## config.mk

```make
export PLATFORM = sky130hd
export DESIGN_NAME = strobe_rate_decoder
export DESIGN_NICKNAME = d
export VERILOG_FILES = /design/src/rtl/strobe_rate_decoder_pkg.sv /design/src/rtl/strobe_window_cmp.sv /design/src/rtl/strobe_rate_decoder.sv
export SDC_FILE = /design/constraint.sdc
export NUM_CORES = 1
export LEC_CHECK = 0
export BUFFER_PORTS_ARGS = -buffer_cell sky130_fd_sc_hd__buf_4
export CAP_MARGIN = 25
export CORE_UTILIZATION = 39
export DETAILED_ROUTE_END_ITERATION = 12
export PLACE_DENSITY_LB_ADDON = 0.15
export SLEW_MARGIN = 20
export SYNTH_ARGS = -nofsm -noshare
export SYNTH_HDL_FRONTEND = slang
export SYNTH_HIERARCHICAL = 1
export SYNTH_SLANG_ARGS = --single-unit
```

## constraint.sdc

```tcl
create_clock -name clock -period 3.5 [get_ports clock]
set_input_delay 0.525 -clock clock [delete_from_list [all_inputs] [get_ports clock]]
set_output_delay 0.525 -clock clock [all_outputs]
set_load 0.05 [all_outputs]
```

## src/rtl/strobe_rate_decoder_pkg.sv

```systemverilog
// rtl/strobe_rate_decoder_pkg.sv - shared state codes, rate codes and window helper
package strobe_rate_decoder_pkg;

  typedef logic [1:0] state_t;

  localparam state_t S_IDLE    = 2'd0;
  localparam state_t S_MEASURE = 2'd1;
  localparam state_t S_LOCKED  = 2'd2;

  localparam logic [1:0] RATE_00 = 2'b00;
  localparam logic [1:0] RATE_01 = 2'b01;
  localparam logic [1:0] RATE_10 = 2'b10;
  localparam logic [1:0] RATE_11 = 2'b11;

  typedef struct packed {
    logic [63:0] lo;
    logic [63:0] hi;
  } window_t;

  // Inclusive acceptance window around a nominal period of 2^exp_v cycles.
  function automatic window_t window_bounds(input int unsigned exp_v, input int unsigned tol);
    window_t w;
    w.lo = (64'd1 << exp_v) - 64'(tol);
    w.hi = (64'd1 << exp_v) + 64'(tol);
    return w;
  endfunction

endpackage

```

## src/rtl/strobe_window_cmp.sv

```systemverilog
// rtl/strobe_window_cmp.sv - classifies a measured interval into one of four rate windows
module strobe_window_cmp #(
  parameter int unsigned NB_COUNTER = 32,
  parameter int unsigned EXP0       = 22,
  parameter int unsigned EXP1       = 24,
  parameter int unsigned EXP2       = 26,
  parameter int unsigned EXP3       = 30,
  parameter int unsigned TOL        = 2
) (
  input  logic [NB_COUNTER-1:0] p_i,
  output logic                  hit_o,
  output logic [1:0]            code_o
);
  import strobe_rate_decoder_pkg::*;

  localparam window_t W0 = window_bounds(EXP0, TOL);
  localparam window_t W1 = window_bounds(EXP1, TOL);
  localparam window_t W2 = window_bounds(EXP2, TOL);
  localparam window_t W3 = window_bounds(EXP3, TOL);

  logic [63:0] p_ext;
  assign p_ext = 64'(p_i);

  always_comb begin
    hit_o  = 1'b1;
    code_o = RATE_00;
    if (p_ext >= W0.lo && p_ext <= W0.hi) begin
      code_o = RATE_00;
    end else if (p_ext >= W1.lo && p_ext <= W1.hi) begin
      code_o = RATE_01;
    end else if (p_ext >= W2.lo && p_ext <= W2.hi) begin
      code_o = RATE_10;
    end else if (p_ext >= W3.lo && p_ext <= W3.hi) begin
      code_o = RATE_11;
    end else begin
      hit_o = 1'b0;
    end
  end

endmodule

```

## src/rtl/strobe_rate_decoder.sv

```systemverilog
// rtl/strobe_rate_decoder.sv - strobe interval rate decoder; STROBE_RATE_LOSS_CNT_EN enables the lock-loss counter
module strobe_rate_decoder #(
  parameter int unsigned NB_COUNTER = 32,
  parameter int unsigned EXP0       = 22,
  parameter int unsigned EXP1       = 24,
  parameter int unsigned EXP2       = 26,
  parameter int unsigned EXP3       = 30,
  parameter int unsigned TOL        = 2,
  parameter int unsigned N_CONFIRM  = 2
) (
  input  logic                  clock,
  input  logic                  i_reset,
  input  logic                  i_valid,
  output logic [1:0]            o_rate,
  output logic                  o_locked,
  output logic [NB_COUNTER-1:0] o_period,
  output logic                  o_period_valid,
  output logic                  o_err,
  output logic                  o_timeout,
  output logic [7:0]            o_loss_count
);
  import strobe_rate_decoder_pkg::*;

  localparam int unsigned           MW         = $clog2(N_CONFIRM + 1);
  localparam logic [NB_COUNTER-1:0] CNT_MAX    = NB_COUNTER'((64'd1 << EXP3) + 64'(TOL));
  localparam logic [MW-1:0]         MATCH_LOCK = MW'(N_CONFIRM);

  state_t                  state_q, state_d;
  logic [NB_COUNTER-1:0]   cnt_q, cnt_d;
  logic [1:0]              cand_q, cand_d;
  logic [MW-1:0]           match_q, match_d, match_next;
  logic [1:0]              rate_q, rate_d;
  logic                    locked_q, locked_d;
  logic [NB_COUNTER-1:0]   period_q, period_d;
  logic                    pv_q, pv_d;
  logic                    err_q, err_d;
  logic                    timeout_q, timeout_d;

  logic [NB_COUNTER-1:0]   period_meas;
  logic                    hit;
  logic [1:0]              code;
  logic                    tmo_evt;
  logic                    lock_now;

  assign period_meas = cnt_q + NB_COUNTER'(1);

  strobe_window_cmp #(
    .NB_COUNTER(NB_COUNTER), .EXP0(EXP0), .EXP1(EXP1), .EXP2(EXP2), .EXP3(EXP3), .TOL(TOL)
  ) u_cmp (
    .p_i   (period_meas),
    .hit_o (hit),
    .code_o(code)
  );

  // A strobe on the saturation edge wins over the timeout.
  assign tmo_evt    = !i_valid && (cnt_q == CNT_MAX) && (state_q != S_IDLE);
  assign match_next = (code == cand_q) ? match_q + MW'(1) : MW'(1);
  assign lock_now   = (state_q == S_MEASURE) && i_valid && hit && (match_next == MATCH_LOCK);

  always_ff @(posedge clock) begin
    if (i_reset) begin
      state_q   <= S_IDLE;
      cnt_q     <= '0;
      cand_q    <= RATE_00;
      match_q   <= '0;
      rate_q    <= RATE_00;
      locked_q  <= 1'b0;
      period_q  <= '0;
      pv_q      <= 1'b0;
      err_q     <= 1'b0;
      timeout_q <= 1'b0;
    end else begin
      state_q   <= state_d;
      cnt_q     <= cnt_d;
      cand_q    <= cand_d;
      match_q   <= match_d;
      rate_q    <= rate_d;
      locked_q  <= locked_d;
      period_q  <= period_d;
      pv_q      <= pv_d;
      err_q     <= err_d;
      timeout_q <= timeout_d;
    end
  end

  always_comb begin
    state_d = state_q;
    cand_d  = cand_q;
    match_d = match_q;
    if (i_valid)                cnt_d = '0;
    else if (cnt_q == CNT_MAX)  cnt_d = cnt_q;
    else                        cnt_d = cnt_q + NB_COUNTER'(1);
    case (state_q)
      S_IDLE: begin
        if (i_valid) state_d = S_MEASURE;
      end
      S_MEASURE: begin
        if (i_valid) begin
          if (!hit) begin
            match_d = '0;
          end else begin
            cand_d  = code;
            match_d = match_next;
            if (lock_now) state_d = S_LOCKED;
          end
        end else if (tmo_evt) begin
          state_d = S_IDLE;
          match_d = '0;
        end
      end
      S_LOCKED: begin
        if (i_valid) begin
          if (!hit) begin
            state_d = S_MEASURE;
            match_d = '0;
          end else if (code != rate_q) begin
            state_d = S_MEASURE;
            cand_d  = code;
            match_d = MW'(1);
          end
        end else if (tmo_evt) begin
          state_d = S_IDLE;
          match_d = '0;
        end
      end
      default: state_d = S_IDLE;
    endcase
  end

  always_comb begin
    period_d  = period_q;
    pv_d      = 1'b0;
    err_d     = 1'b0;
    locked_d  = locked_q;
    rate_d    = rate_q;
    timeout_d = timeout_q;
    case (state_q)
      S_IDLE: begin
        if (i_valid) timeout_d = 1'b0;
      end
      S_MEASURE, S_LOCKED: begin
        if (i_valid) begin
          period_d = period_meas;
          pv_d     = 1'b1;
          err_d    = !hit;
          if (lock_now) begin
            locked_d = 1'b1;
            rate_d   = code;
          end else if (state_q == S_LOCKED && (!hit || code != rate_q)) begin
            locked_d = 1'b0;
          end
        end else if (tmo_evt) begin
          timeout_d = 1'b1;
          locked_d  = 1'b0;
        end
      end
      default: ;
    endcase
  end

  assign o_rate         = rate_q;
  assign o_locked       = locked_q;
  assign o_period       = period_q;
  assign o_period_valid = pv_q;
  assign o_err          = err_q;
  assign o_timeout      = timeout_q;

`ifdef STROBE_RATE_LOSS_CNT_EN
  logic [7:0] loss_q, loss_d;

  always_comb begin
    loss_d = loss_q;
    if (state_q == S_LOCKED && state_d != S_LOCKED && loss_q != 8'hFF) loss_d = loss_q + 8'd1;
  end

  always_ff @(posedge clock) begin
    if (i_reset) loss_q <= 8'd0;
    else         loss_q <= loss_d;
  end

  assign o_loss_count = loss_q;
`else
  assign o_loss_count = 8'd0;
`endif

endmodule
```

==> metrics.txt <==
Chip Height ~100 um; final worst-path cycle share 1.05; commonest non-fill, non-tap cell in the layout buf_4; synthesized flop and latch total 76; setup TNS -0.861 ns; max-slew violation count 0; M1 wire length approximately 4600 um; Worst path slowest cell dfxtp_2; Finished Layout Cells ~710; critical path arrival approximately 3.9 ns; register area roughly 1500 um2; vias in the first global route roughly 3500; max_cap viols 0; crit path cell chain nand4_1 > buf_4 > buf_4 > nor3_1 > nand2_1 > xor2_1 > inv_1 > nor4_1 > and4_2 > nand4_1 > a211o_1 > nand2_4 > xnor2_1 > and3_4 > a221oi_4 > mux2i_1 > a211oi_1; internal power 1.46 mW; Placed Cells 676; vias per cell around 5; clock share of power 0.358; die area about 10000 um2; outcome finished with violations; Reg clk slew, reported paths ~0.08 ns; clk_skew ~0.012 ns; endpoints failing hold 0; Setup crit end kind flop; setup violators final 9; min-delay worst type in -> reg; area of the multi-input gates about 2100 um2; clk buf depth 2; Layout Utilization 0.562; post-route minimum period between 3 and 4 ns; mapped cell area between 3000 and 4000 um2; initial drt markers approximately 160; Seq pwr share 0.440; Max VDD drop about 0.19 mV; Yosys cell types 52; Synth Area in Compound Gates 0.123; num ports a little under 50; initial antenna violation count 0; CP required between 3 and 4 ns; first-pass GRT wire length 16600 um; max_slew headroom 0.568; CP Max Fanout 5; number of diodes 0; total track usage 0.211; top routing layer in use met4; most frequent cells in the layout buf_4 (140), nor2_1 (78), dfxtp_1 (70), inv_1 (36), a211oi_1 (23); Core ar. between 9000 and 10000 um2; leakage power between 2 and 2.5 nW; combinational group share of total power 0.202; Final ANT Viol Nets 0; cell count after synthesis roughly 440; violated checks negative setup slack; DRC 0; f_max ~0.27 GHz; clk_lat worst skew 0.36 ns; TritonCTS clock tree yes; Final WS setup -0.164 ns; CP max stage delay about 0.33 ns; CTS root buffer clkbuf_8; Initial DRT Pass Iterations 4; Post-Synth XOR/XNOR Area 0.0863; critical path type reg -> reg; Sw Pwr between 0.6 and 0.7 mW; measured slew at the worst slew-check pin between 0.6 and 0.7 ns; htree depth 3; switching share of power 0.317; met2 WL about 4800 um; metal3 WL 307 um; synth warn 6; RSZ-0062 raised after global routing true; via count 3525; WL per Instance 13.9 um; Post-Synth Simple-Gate Area 0.275; DP Wirelength 7150 um; fillcell total roughly 850; Synth Area per Inst roughly 8.5 um2; gp weighted congestion around 0.92; Die W between 100 and 150 um; layout cell share with drive strength beyond 1 0.348; largest net degree at the start of global routing 46; Adder-Cell Fraction of Synth Area 0.0200; post-synthesis sequential area ratio 0.405; WHS approximately 0.46 ns; largest family of logic cells by synthesized area simple AND/OR/NAND/NOR gates; Area Growth Syn to Fin 38.9%; WL final just under 10000 um; clock tree sinks 76; CTS buffer count 9; Net count, final a little under 600; Startpoint Class flop; mux cell area share after synthesis 0.0133; PortBufs 40; gr ovfl total 0; ratio of total power to cell area between 400 and 500 nW/um2; initial core utilization 0.404; row count 35
-- sequential cells by signal, summed over array words and instances (netlist names) --
| register | flops |
|---|---|
| cnt_q | 32 |
| o_rate | 2 |
| state_q | 2 |
| o_locked | 1 |
| o_period_valid | 1 |
| o_err | 1 |
| o_period | 32 |
| cand_q | 2 |
| o_timeout | 1 |
| match_q | 2 |
-- final cells by class --
| class | count | share of cell area |
|---|---|---|
| multi-input combinational | 311 | 0.403 |
| sequential | 76 | 0.293 |
| timing repair buffer | 141 | 0.204 |
| tap | 129 | 0.0310 |
| clock buffer | 11 | 0.0271 |
| inverter | 36 | 0.0259 |
| clock inverter | 5 | 0.0163 |
-- path summary, 6_finish.rpt --
path           startpoint      endpoint  slack, ns  depth (start not counted)
max             cnt_q[10]    state_q[0]      -0.16                         17
min               i_valid     o_timeout       0.46                          2
min reg2reg  o_period[12]  o_period[12]       0.50                          2
max reg2reg     cnt_q[10]    state_q[0]      -0.16                         17
-- timing repair --
item	in CTS	in global routing
setup endpoints to repair	9	9
pin swaps	6	9
buffers inserted	13	4
hold buffers	0	0
gates resized for setup	12	7
hold endpoints to repair	0	0
-- through the flow --
step | power (mW) | worst slack (ns) | area, um2
after floorplan | 1.29 | -0.0891 | 3840
after global placement | 1.39 | -0.0900 | 4780
after detailed placement | 1.39 | -0.160 | 4780
after CTS | 2.15 | -0.114 | 5160
after global routing | 2.24 | -0.367 | 5210
final | 2.14 | -0.164 | 5210
-- power by group through the flow --
| stage | clock network (mW) | registers, mW | logic, mW |
|---|---|---|---|
| floorplan | 0 | 1.12 | 0.177 |
| global placement | 0 | 0.959 | 0.429 |
| detailed placement | 0 | 0.961 | 0.432 |
| CTS | 0.779 | 0.942 | 0.433 |
| global route | 0.823 | 0.948 | 0.465 |
| finish | 0.766 | 0.941 | 0.432 |
-- cell families (layout without fill, tap and decap cells) --
| family | Yosys count | count (layout) |
|---|---|---|
| xor gates and xnor gates | 37 | 37 |
| adders and majority gates | 6 | 6 |
| other | 1 | 8 |
| muxes | 5 | 5 |
| buffers and inverters | 64 | 193 |
| and+or+nand+nor | 200 | 200 |
| AOI/OAI and AO/OA | 55 | 55 |
| DFF | 76 | 76 |
-- synth_stat cells, drive strengths merged --
cell type | instances | area, um2
nor2 | 81 | 314
or4 | 3 | 26.3
nand3b | 2 | 15.0
a211oi | 32 | 280
and3 | 5 | 31.3
ha | 6 | 75.1
a32o | 2 | 21.3
nand4 | 18 | 128
a311oi | 3 | 26.3
and2 | 3 | 18.8
or3 | 3 | 18.8
conb | 1 | 3.75
nand2 | 17 | 63.8
o21bai | 1 | 7.51
o211ai | 1 | 7.51
inv | 36 | 135
or2 | 2 | 12.5
o21ai | 3 | 15.0
nand3 | 18 | 95.1
a21o | 3 | 22.5
xnor2 | 15 | 131
dfxtp | 76 | 1520
nor3b | 1 | 7.51
buf | 14 | 98.8
xor2 | 22 | 193
nor2b | 2 | 12.5
nand2b | 1 | 6.26
nor4b | 2 | 17.5
a21oi | 4 | 23.8
mux2i | 5 | 50.1
a32oi | 1 | 8.76
a2111oi | 1 | 8.76
a221oi | 1 | 15.0
nor4 | 16 | 115
nor3 | 22 | 115
and4 | 4 | 35.0
a211o | 2 | 17.5
a31oi | 1 | 6.26
clkbuf | 14 | 52.6
-- critical path: cells and delay by family (launching register included) --
family                 cells  cell delay, ns
multiplexers               1            0.21
flip-flops                 1            0.33
buffers and inverters      3            0.41
AND/OR/NAND/NOR            8            1.60
AO/OA/AOI/OAI              3            0.68
XOR/XNOR                   2            0.28
-- per-layer routing --
| layer | track usage | vias up |
|---|---|---|
| met5 | 0 | - |
| met4 | 0.0602 | 0 |
| met3 | 0.0313 | 7 |
| met2 | 0.373 | 57 |
| met1 | 0.267 | 1672 |
| li1 | - | 1789 |
Power figures use the tool's default switching activity.
